## config.mk

```make
export PLATFORM = sky130hd
export DESIGN_NAME = upload_arbiter
export DESIGN_NICKNAME = d
export VERILOG_FILES = /design/src/rtl/upload_arbiter.sv
export SDC_FILE = /design/constraint.sdc
export NUM_CORES = 1
export LEC_CHECK = 0
export ABC_AREA = 0
export BUFFER_PORTS_ARGS = -buffer_cell sky130_fd_sc_hd__buf_2
export CORE_UTILIZATION = 54
export CTS_BUF_LIST = sky130_fd_sc_hd__clkbuf_8
export DETAILED_ROUTE_END_ITERATION = 8
export PLACE_DENSITY = 0.86
export SLEW_MARGIN = 20
export SYNTH_ARGS = -nofsm -noshare
export SYNTH_HDL_FRONTEND = slang
export SYNTH_SLANG_ARGS = --single-unit
```

## constraint.sdc

```tcl
create_clock -name clk -period 2.55 [get_ports clk]
set_input_delay 0.51 -clock clk [delete_from_list [all_inputs] [get_ports clk]]
set_output_delay 0.51 -clock clk [all_outputs]
set_load 0.01 [all_outputs]
```

## src/rtl/upload_arbiter.sv

```systemverilog
// upload_arbiter: round-robin arbiter that merges NUM_SRC byte streams into
// one USB upload path. A grant is held for a whole packet (until src_last or
// a stall timeout). Optional feature macro UPLOAD_ARB_SRC_TAG_EN prefixes
// each packet with a tag byte 8'hA0 | grant_id.
`timescale 1ns/1ps

module upload_arbiter #(
   parameter int NUM_SRC     = 4,
   parameter int TIMEOUT_CYC = 1024
) (
   input  logic                   clk,
   input  logic                   rst,
   input  logic [NUM_SRC-1:0]     src_valid,
   input  logic [8*NUM_SRC-1:0]   src_data,
   input  logic [NUM_SRC-1:0]     src_last,
   output logic [NUM_SRC-1:0]     src_ready,
   output logic [7:0]             up_data,
   output logic                   up_valid,
   input  logic                   up_ready,
   output logic [2:0]             grant_id,
   output logic                   busy,
   output logic                   timeout_err
);

   typedef enum logic [1:0] {
      IDLE = 2'd0,
      TAG  = 2'd1,
      XFER = 2'd2
   } state_t;

   localparam logic [15:0] STALL_LIMIT = 16'(TIMEOUT_CYC - 1);

   state_t      state;
   state_t      state_next;
   logic [2:0]  rr_ptr;
   logic [15:0] stall_cnt;

   logic        sel_valid;
   logic        sel_last;
   logic [7:0]  sel_data;
   logic        req_found;
   logic [2:0]  req_idx;
   logic        out_free;
   logic        beat;
   logic        last_beat;
   logic        stalling;
   logic        timeout_hit;
   logic        tag_load;
   logic [2:0]  next_ptr;

   assign out_free    = !up_valid || up_ready;
   assign beat        = (state == XFER) && sel_valid && out_free;
   assign last_beat   = beat && sel_last;
   assign stalling    = (state == XFER) && !sel_valid;
   assign timeout_hit = stalling && (stall_cnt == STALL_LIMIT);
   assign next_ptr    = (grant_id == 3'(NUM_SRC - 1)) ? 3'd0 : grant_id + 3'd1;
   assign busy        = (state != IDLE);

`ifdef UPLOAD_ARB_SRC_TAG_EN
   assign tag_load = (state == TAG) && out_free;
`else
   assign tag_load = 1'b0;
`endif

   // Pick out the granted source's valid/last/byte without a variable index
   always_comb begin
      sel_valid = 1'b0;
      sel_last  = 1'b0;
      sel_data  = 8'h00;
      for (int i = 0; i < NUM_SRC; i++) begin
         if (grant_id == 3'(i)) begin
            sel_valid = src_valid[i];
            sel_last  = src_last[i];
            sel_data  = src_data[8*i +: 8];
         end
      end
   end

   // Search requesters upward from rr_ptr with wrap; first hit wins
   always_comb begin
      req_found = 1'b0;
      req_idx   = rr_ptr;
      for (int k = 0; k < NUM_SRC; k++) begin
         for (int j = 0; j < NUM_SRC; j++) begin
            if (!req_found && src_valid[j] && (j == (int'(rr_ptr) + k) % NUM_SRC)) begin
               req_found = 1'b1;
               req_idx   = 3'(j);
            end
         end
      end
   end

   // Only the granted source may see ready, and only while the output can take a byte
   always_comb begin
      src_ready = '0;
      for (int i = 0; i < NUM_SRC; i++) begin
         if ((grant_id == 3'(i)) && (state == XFER) && out_free) begin
            src_ready[i] = 1'b1;
         end
      end
   end

   // Next-state logic: grant from IDLE, optional tag, release on last or timeout
   always_comb begin
      state_next = state;
      case (state)
         IDLE: begin
            if (req_found) begin
`ifdef UPLOAD_ARB_SRC_TAG_EN
               state_next = TAG;
`else
               state_next = XFER;
`endif
            end
         end
         TAG: begin
            if (out_free) begin
               state_next = XFER;
            end
         end
         XFER: begin
            if (last_beat || timeout_hit) begin
               state_next = IDLE;
            end
         end
         default: state_next = IDLE;
      endcase
   end

   // State register
   always_ff @(posedge clk or posedge rst) begin
      if (rst) begin
         state <= IDLE;
      end else begin
         state <= state_next;
      end
   end

   // Grant, round-robin pointer, stall counter and timeout pulse
   always_ff @(posedge clk or posedge rst) begin
      if (rst) begin
         grant_id    <= 3'd0;
         rr_ptr      <= 3'd0;
         stall_cnt   <= 16'd0;
         timeout_err <= 1'b0;
      end else begin
         timeout_err <= timeout_hit;
         if ((state == IDLE) && req_found) begin
            grant_id <= req_idx;
         end
         if (last_beat || timeout_hit) begin
            rr_ptr <= next_ptr;
         end
         if ((state != XFER) || beat) begin
            stall_cnt <= 16'd0;
         end else if (stalling) begin
            stall_cnt <= stall_cnt + 16'd1;
         end
      end
   end

   // Output register: data beat, tag byte, or drain on downstream accept
   always_ff @(posedge clk or posedge rst) begin
      if (rst) begin
         up_data  <= 8'h00;
         up_valid <= 1'b0;
      end else if (beat) begin
         up_data  <= sel_data;
         up_valid <= 1'b1;
      end else if (tag_load) begin
         up_data  <= 8'hA0 | {5'd0, grant_id};
         up_valid <= 1'b1;
      end else if (up_ready) begin
         up_valid <= 1'b0;
      end
   end

endmodule

```

# After elaboration in Yosys (flattened, before gate mapping)
# Index checks and enable logic that the tools add are counted.
# totals
output_inout_bits,18
mem_bits_ro,0
wordCells,172
mem_count,0
regBits,34
mem_bits_rw,0
latchBits,0
# classes
mul,0
add_sub_neg,5
n_reduce_logical,78
n_lt_le_gt_ge,0
muxes,57
n_eq_ne,22
n_bitwise,3
div_mod_pow,0
n_shift,0
# ops
cell,n
logical NOT 32 bit,4
two-way mux 3 bit,17
logical AND 1 bit,45
two-way mux 16 bit,2
two-way mux 8 bit,4
two-way mux 1 bit,30
equality test 3 bit (first input constant),6
logical NOT 1 bit,17
adder 16 x 1 -> 16 bit (second input constant),1
equality test 16 x 10 -> 1 bit (second input constant),1
equality test 2 x 3 -> 1 bit (first input constant),3
equality test 3 x 2 -> 1 bit (second input constant),2
two-way mux 2 bit,3
!= test 2 bit (second input constant),3
one-hot mux 2 bit (3 select lines),1
nonzero test 2 bit,3
OR reduction 2 bit,3
adder 2 bit (second input constant),2
equality test 2 bit (first input constant),2
adder 3 x 1 -> 3 bit (second input constant),1
AND 1 bit (first input constant),3
equality test 3 x 1 -> 1 bit (second input constant),1
logical NOT 3 bit,1
logical OR 1 bit,3
other kinds (7),7

# Longest topological paths before layout
# Gate-level depths: netlist (run 1).
# depth
word_depth,65
mapped_depth,9

# Least setup slack after synthesis (run 1)
# OpenSTA, ideal clock, no wires.
# synth_path
path_type,register -> register
startpoint,register grant_id[0]
endpoint,register stall_cnt[11]
path_stages_with_launch,9
path_slack_ps,404
path_buffers,1
t_arrival_ps,2027
cell_sequence,dfrtp_1 > inv_1 > ha_1 > nor3b_1 > nor3_1 > buf_2 > nand2_1 > o221a_1 > o21a_1
# synth_via
elab_chain_cells,9
elab_cells_between_ends,15
# synth_lines
element,line,source
start: declaration,20,"output logic [2:0] grant_id,"
start signal: assignment,149,grant_id <= req_idx;
logical NOT 3 bit,71,if (grant_id == 3'(i)) begin
two-way mux 1 bit (3 in a row),71,
two-way mux 1 bit (*),71,
logical AND 1 bit (2 in a row),52,assign beat = (state == XFER) && sel_valid && out_free;
logical OR 1 bit,154,if ((state != XFER) || beat) begin
two-way mux 16 bit or nonzero test 2 bit (tied branches),-,
end signal: assignment,157,stall_cnt <= stall_cnt + 16'd1;
end: declaration,36,logic [15:0] stall_cnt;
# Every way passes the cells marked *; elsewhere a longest branch is shown, timed or not.
# A chain may end at the register's enable or synchronous reset.

# Final worst setup path (run 1)
# layout_path
startpoint,register grant_id[0]
endpoint,register rr_ptr[0]
# layout_via
elab_chain_cells,9
elab_cells_between_ends,21
# layout_lines
element,line,source
logical NOT 3 bit,71,
two-way mux 1 bit (4 in a row),71,
logical AND 1 bit or logical NOT 1 bit (tied branches),"52, 54",
logical AND 1 bit (on tied branches),"52, 54",
logical AND 1 bit (on tied branches),"53, 55",
logical OR 1 bit,151,if (last_beat || timeout_hit) begin
end signal: assignment,152,rr_ptr <= next_ptr;
end: declaration,35,logic [2:0] rr_ptr;
# Parallel ways exist; a longest one is shown, timed or not.

==> results.json, run 1 <==
{
  "required_ns": 2.76,
  "syn_avg_cell_area_um2": 8.45,
  "drtAntennaViolNets": 0,
  "cts.path.max_buffers": 2,
  "grt_antenna_before_repair": 0,
  "power_per_cell_area_mw_per_mm2": 1100,
  "drt-initial-drc-count": 163,
  "synth_top_cell_by_area": "dfrtp_1",
  "vias": 2111,
  "critPathCaptureType": "flop",
  "synth_top_area_share_pct": 38.4,
  "hpwlAfterDp_um": 3840,
  "antennaDiodeCount": 0,
  "grt_pass1_vias": 2015,
  "yosys_warnings": 0,
  "dieArea_mm2": 0.00412,
  "clk_pin_slew_ns": 0.07,
  "cts_root_buf": "clkbuf_8",
  "grtUsageMet3_pct": 7.68,
  "tightest_slew_ns": 0.598,
  "yosysUniqueCellTypes": 44,
  "gr-usage-met2_pct": 46.0,
  "p_leak_nw": 1.22,
  "initial_core_util_pct": 56.6,
  "gp_congestion": 0.871,
  "dieWidth_um": 64.2,
  "timing.slew.headroom_pct": 59.1,
  "ctsHoldBuffers": 0,
  "min_period_over_period_pct": 88.9,
  "p_total_mw": 2.87,
  "synth-simple-area-share_pct": 26.6,
  "cp.arrival_ns": 2.48,
  "slowest_delay_ns": 0.43,
  "core.rowCount": 22,
  "io_pins": 61,
  "post-cts-setup-buffers": 0,
  "finalHoldViolations": 0,
  "slowest_stage": "nor2_1",
  "p_int_mw": 1.63,
  "top_usage_layer": "met2",
  "synthesis.area_mm2": 0.00209,
  "synthCells": 247,
  "drive_above_1_share_pct": 26.4,
  "cap_violations": 0,
  "routed_wirelength_um": 5270,
  "synth_area_leaders": "dfrtp_1, a21oi_1, nor2b_1",
  "seq_power_share_pct": 26.3,
  "setup_viol": 0,
  "grt_overflow_total": 0,
  "grt_pass1_wl_um": 9030,
  "routedWlPerCell_um": 14.6,
  "cts_inserted_buffers": 5,
  "min_period_ns": 2.27,
  "status": "finished, final reports clean",
  "synthAdderAreaFrac_pct": 3.00,
  "drtPass1Iterations": 5,
  "insertion_delay_ns": 0.29,
  "critPathLaunchType": "flop",
  "core_mm2": 0.00369,
  "max_freq_mhz": 441,
  "skew_ns": 0.00616,
  "grt_max_degree": 33,
  "post_cts_resized": 0,
  "slew_viol_final": 0,
  "place_worst_setup_slack_ns": 0.312,
  "critical_path_class": "flop to flop",
  "sw_frac_of_total_pct": 43.1,
  "ys_ff_latch": 32,
  "grt.met1_usage_pct": 36.0,
  "setup-tns-final_ns": 0,
  "fin_ws_ns": 0.282,
  "synth_top_flop_cell": "dfrtp_1",
  "synth_edf_count": 0,
  "synthArstFlopShare_pct": 100,
  "cts_tree": "built",
  "portBuffers": 60,
  "rsz0062_at_grt": "no",
  "synth_top_family_by_area": "simple AND/OR/NAND/NOR gates",
  "combinationalPowerShare_pct": 55.1,
  "track_usage_pct": 28.4,
  "htree_levels": 2,
  "ys_seq_area_share_pct": 38.4,
  "synth_compound_area_share_pct": 24.5,
  "post-route-drc-count": 0,
  "die_h_um": 64.2,
  "path_cells": "inv_1, ha_1, nor3b_1, or3_1, nor2_1, a31o_4, mux2i_1",
  "synthMuxAreaShare_pct": 2.88,
  "irDropWorstVdd_v": 0.000641,
  "routed_via_density": 5.83,
  "area_delta_synth_final_pct": 25.0,
  "pwr-share-clk_pct": 18.6,
  "path_max_fanout": 7,
  "cts_sinks": 32,
  "hold_path_class": "input pin to asynchronous set/reset pin",
  "synth_xor_area_share_pct": 0.420,
  "layout.nets": 361,
  "synth_nets": 295,
  "p_sw_mw": 1.24
}
-- power by group through the flow --
| stage | logic (mW) | clock network, mW | registers [mW] |
|---|---|---|---|
| after CTS | 1.57 | 0.541 | 0.752 |
| after global routing | 1.76 | 0.567 | 0.772 |
| after global placement | 1.53 | 0 | 0.753 |
| after floorplan | 1.05 | 0 | 0.777 |
| final | 1.58 | 0.535 | 0.754 |
| after detailed placement | 1.57 | 0 | 0.757 |
-- Yosys cell counts, types with 2 or more instances --
library cell / number
nor2b_1: 14
a22oi_1: 3
a31oi_1: 5
nand2b_1: 6
clkbuf_1: 10
buf_2: 2
and4_1: 2
nand4_1: 2
and3_1: 4
dfrtp_1: 32
o21ai_1: 3
and2_1: 3
o21a_1: 4
mux2i_1: 6
inv_1: 11
nand2_1: 19
a21oi_1: 30
o41ai_1: 2
nor3_1: 15
ha_1: 5
or3_1: 4
nor3b_1: 2
nand3b_1: 3
a221oi_1: 8
nand3_1: 9
nor2_1: 17
o21ai_0: 9
-- logic make-up after synthesis --
group	Yosys count
AO/OA/AOI/OAI	76
XOR/XNOR	1
adder cells (fa/ha/maj)	5
buffers and inverters	23
AND/OR/NAND/NOR	104
flip-flops	32
multiplexers	6
-- final timing paths --
check / startpoint / end / slack (ns) / cells past startpoint
setup / recovery: grant_id[0]$_DFFE_PP0P_ / rr_ptr[0]$_DFFE_PP0P_ / 0.28 / 7
hold / removal: rst / stall_cnt[14]$_DFFE_PP0P_ / 0.30 / 3
setup reg to reg: grant_id[0]$_DFFE_PP0P_ / rr_ptr[0]$_DFFE_PP0P_ / 0.28 / 7
hold reg to reg: stall_cnt[15]$_DFFE_PP0P_ / stall_cnt[15]$_DFFE_PP0P_ / 0.48 / 1
max in group asynchronous: rst / stall_cnt[11]$_DFFE_PP0P_ / 1.95 / 3
min in group clk: stall_cnt[15]$_DFFE_PP0P_ / stall_cnt[15]$_DFFE_PP0P_ / 0.48 / 1
-- cell usage in the layout, fill, tap and decap left out, types with 7 or more instances in the layout --
cell type	Yosys	layout
a221oi_1	8	8
dfrtp_1	32	32
o21ai_0	9	9
nor2b_1	14	14
buf_2	2	60
nor2_1	17	17
nor3_1	15	15
buf_4	0	11
nand3_1	9	9
clkbuf_8	0	7
nand2_1	19	19
inv_1	11	11
a21oi_1	30	30
-- sequential cells by signal, indices dropped and copies added, names as in the netlist --
name / flops
up_data: 8
rr_ptr: 2
state: 1
timeout_err: 1
up_valid: 1
grant_id: 3
stall_cnt: 16
-- per-layer routing --
metal | wire length [um] | part of all wire, % | vias to the layer above
met5 | 0 | 0 | -
met4 | 65 | 1.2 | 0
met3 | 330 | 6.3 | 9
met2 | 2630 | 50 | 91
met1 | 2250 | 43 | 979
li1 | - | - | 1032
-- worst max-delay path, delay by kind of cell (launching register included) --
kind                       cells  cell delay [ns]
adders and majority gates      1             0.24
buffers and inverters          1             0.11
AOI/OAI and AO/OA              1             0.25
DFF                            1             0.42
muxes                          1             0.18
and+or+nand+nor                3             1.00
-- cell type report --
class	instances	area, um2
clock buffers	7	96.3
clock inverters	1	30.0
fillers	304	1080
inverters	11	41.3
multi-input cells	192	1200
flip-flops and latches	32	801
well taps	48	60.1
repair buffers	71	383
-- stage by stage --
stage | cells | area, um2 | util [%] | hold WS (ns)
3_3_place_gp | 354 | 2480 | 67.3 | 0.463
4_1_cts | 362 | 2610 | 70.7 | 0.314
6_report | 362 | 2610 | 70.7 | 0.300
3_5_place_dp | 354 | 2480 | 67.3 | 0.476
5_1_grt | 362 | 2610 | 70.7 | 0.361
2_1_floorplan | 247 | 2090 | - | 0.445
(Power assumes the default switching activity.)
==> inputs of run 2 (changes only) <==
--- a/config.mk
+++ b/config.mk
@@ -11,6 +11,7 @@
 export CTS_BUF_LIST = sky130_fd_sc_hd__clkbuf_8
 export DETAILED_ROUTE_END_ITERATION = 8
 export PLACE_DENSITY = 0.86
+export REMOVE_ABC_BUFFERS = 1
 export SLEW_MARGIN = 20
 export SYNTH_ARGS = -nofsm -noshare
 export SYNTH_HDL_FRONTEND = slang
==> run 2 against run 1 <==
  * Utilization shrank 1.3 points
  * Non-clock buffer count stayed put
  * Power fell by 6.1%
  * Register-to-register slack improved by 0.02 ns
  * Via count rose by 1.7%
  * Critical path type unchanged
  * Highest routed layer unchanged
==> results.json, run 2 (synthesis gave the netlist of run 1 again) <==
{
  "drtAntennaViolNets": 0,
  "die_h_um": 64.2,
  "core_mm2": 0.00369,
  "critPathCaptureType": "flop",
  "routed_via_density": 5.95,
  "ctsHoldBuffers": 0,
  "top_register": "stall_cnt",
  "track_usage_pct": 27.1,
  "rrSetupSlack_ns": 0.30,
  "status": "finished, final reports clean",
  "power_per_cell_area_mw_per_mm2": 1050,
  "critPathLaunchType": "flop",
  "drt-initial-drc-count": 188,
  "grt_pass1_wl_um": 8890,
  "hold_path_class": "input pin to asynchronous set/reset pin",
  "area_delta_synth_final_pct": 22.7,
  "grt_antenna_before_repair": 0,
  "largest_reg_flops": 16,
  "antennaDiodeCount": 0,
  "path_max_fanout": 9,
  "placed_area_mm2": 0.00248,
  "initial_core_util_pct": 56.6,
  "whs_ns": 0.304,
  "cts_sinks": 32,
  "cts_root_buf": "clkbuf_8",
  "setup_viol": 0,
  "gp_congestion": 0.891,
  "finalHoldViolations": 0,
  "skew_ns": 0.00582,
  "rr_startpoint": "grant_id[0]$_DFFE_PP0P_",
  "final_common_cell": "buf_2",
  "worstSetupStartpoint": "grant_id[0]$_DFFE_PP0P_",
  "core.rowCount": 22,
  "io_pins": 61,
  "cp.arrival_ns": 2.41,
  "post-route-drc-count": 0,
  "vias": 2147,
  "grt_pass1_vias": 2066,
  "routedWlPerCell_um": 14.0,
  "timing.slew.headroom_pct": 60.8,
  "routed_wirelength_um": 5060,
  "rsz0062_at_grt": "no",
  "post_cts_resized": 0,
  "tightest_slew_ns": 0.574,
  "critical_path_class": "flop to flop",
  "portBuffers": 60,
  "utilization_pct": 69.4,
  "cap_violations": 0,
  "htree_levels": 2,
  "layout_common_cells": "buf_2, dfrtp_1, a21oi_1",
  "p_leak_nw": 1.21,
  "cts_inserted_buffers": 5,
  "post-cts-setup-buffers": 0,
  "clk_pin_slew_ns": 0.07,
  "grt_overflow_total": 0,
  "dieWidth_um": 64.2,
  "dieArea_mm2": 0.00412,
  "fin_area_mm2": 0.00256,
  "max_freq_mhz": 444,
  "grt_max_degree": 33,
  "p_total_mw": 2.69,
  "drtPass1Iterations": 4,
  "slew_viol_final": 0,
  "insertion_delay_ns": 0.28,
  "n_fill_cell": 308,
  "layout.nets": 361,
  "required_ns": 2.71,
  "irDropWorstVdd_v": 0.000703,
  "hpwlAfterDp_um": 3750,
  "cts.path.max_buffers": 2,
  "largest_registers": "stall_cnt x16, up_data x8, grant_id x3",
  "cts_tree": "built",
  "min_period_over_period_pct": 88.3,
  "min_period_ns": 2.25,
  "drive_above_1_share_pct": 25.9
}
run 2: changes by cell type in the layout (fill, tap and decap cells not counted):
cell and delta:
clkbuf_8 -2, bufinv_16 -1, clkinv_2 +1, inv_1 +1
run 2: per-stage QoR:
step           instances  worst slack, ns  TNS (ns)
3_5_place_dp         354            0.339         0
3_3_place_gp         354            0.405         0
4_1_cts              361            0.327         0
2_1_floorplan        235           -0.168    -0.578
5_1_grt              361           0.0818         0
6_report             361            0.299         0
run 2: layer usage:
metal / global-route usage [%] / part of all wire, %
met1: 35.2 / 45
met2: 45.1 / 47
met3: 5.54 / 7.2
met4: 8.33 / 0.81
met5: 0 / 0
run 2: layout make-up:
class	instances	area, um2	area share (%)
clock inverters	2	8.76	0.342
flip-flops and latches	32	801	31.3
repair buffers	71	383	15.0
well taps	48	60.1	2.35
multi-input cells	192	1200	46.8
clock buffers	5	68.8	2.69
inverters	11	41.3	1.61
run 2: worst paths after layout:
| path | end | depth (start not counted) |
|---|---|---|
| max | stall_cnt[8]$_DFFE_PP0P_ | 8 |
| min | stall_cnt[5]$_DFFE_PP0P_ | 3 |
| max reg2reg | stall_cnt[8]$_DFFE_PP0P_ | 8 |
| min reg2reg | stall_cnt[15]$_DFFE_PP0P_ | 1 |
| max in group asynchronous | state[1]$_DFFE_PP0P_ | 3 |
| min in group clk | stall_cnt[15]$_DFFE_PP0P_ | 1 |
run 2: critical path: stages, from the launching register on:
cell and delay (ns):
dfrtp_1 0.41, inv_1 0.10, ha_1 0.23, nor2_1 0.19, nand3_1 0.25, buf_4 0.25
a31oi_1 0.41, nand3_1 0.15, mux2i_1 0.14
run 2: power breakdown:
part / switching, mW / leakage [nW] / internal [mW] / total (mW)
Combinational: 0.925 / 0.750 / 0.649 / 1.57
Clock: 0.179 / 0.0452 / 0.181 / 0.360
Sequential: 0.122 / 0.410 / 0.639 / 0.760
Total: 1.23 / 1.21 / 1.47 / 2.69
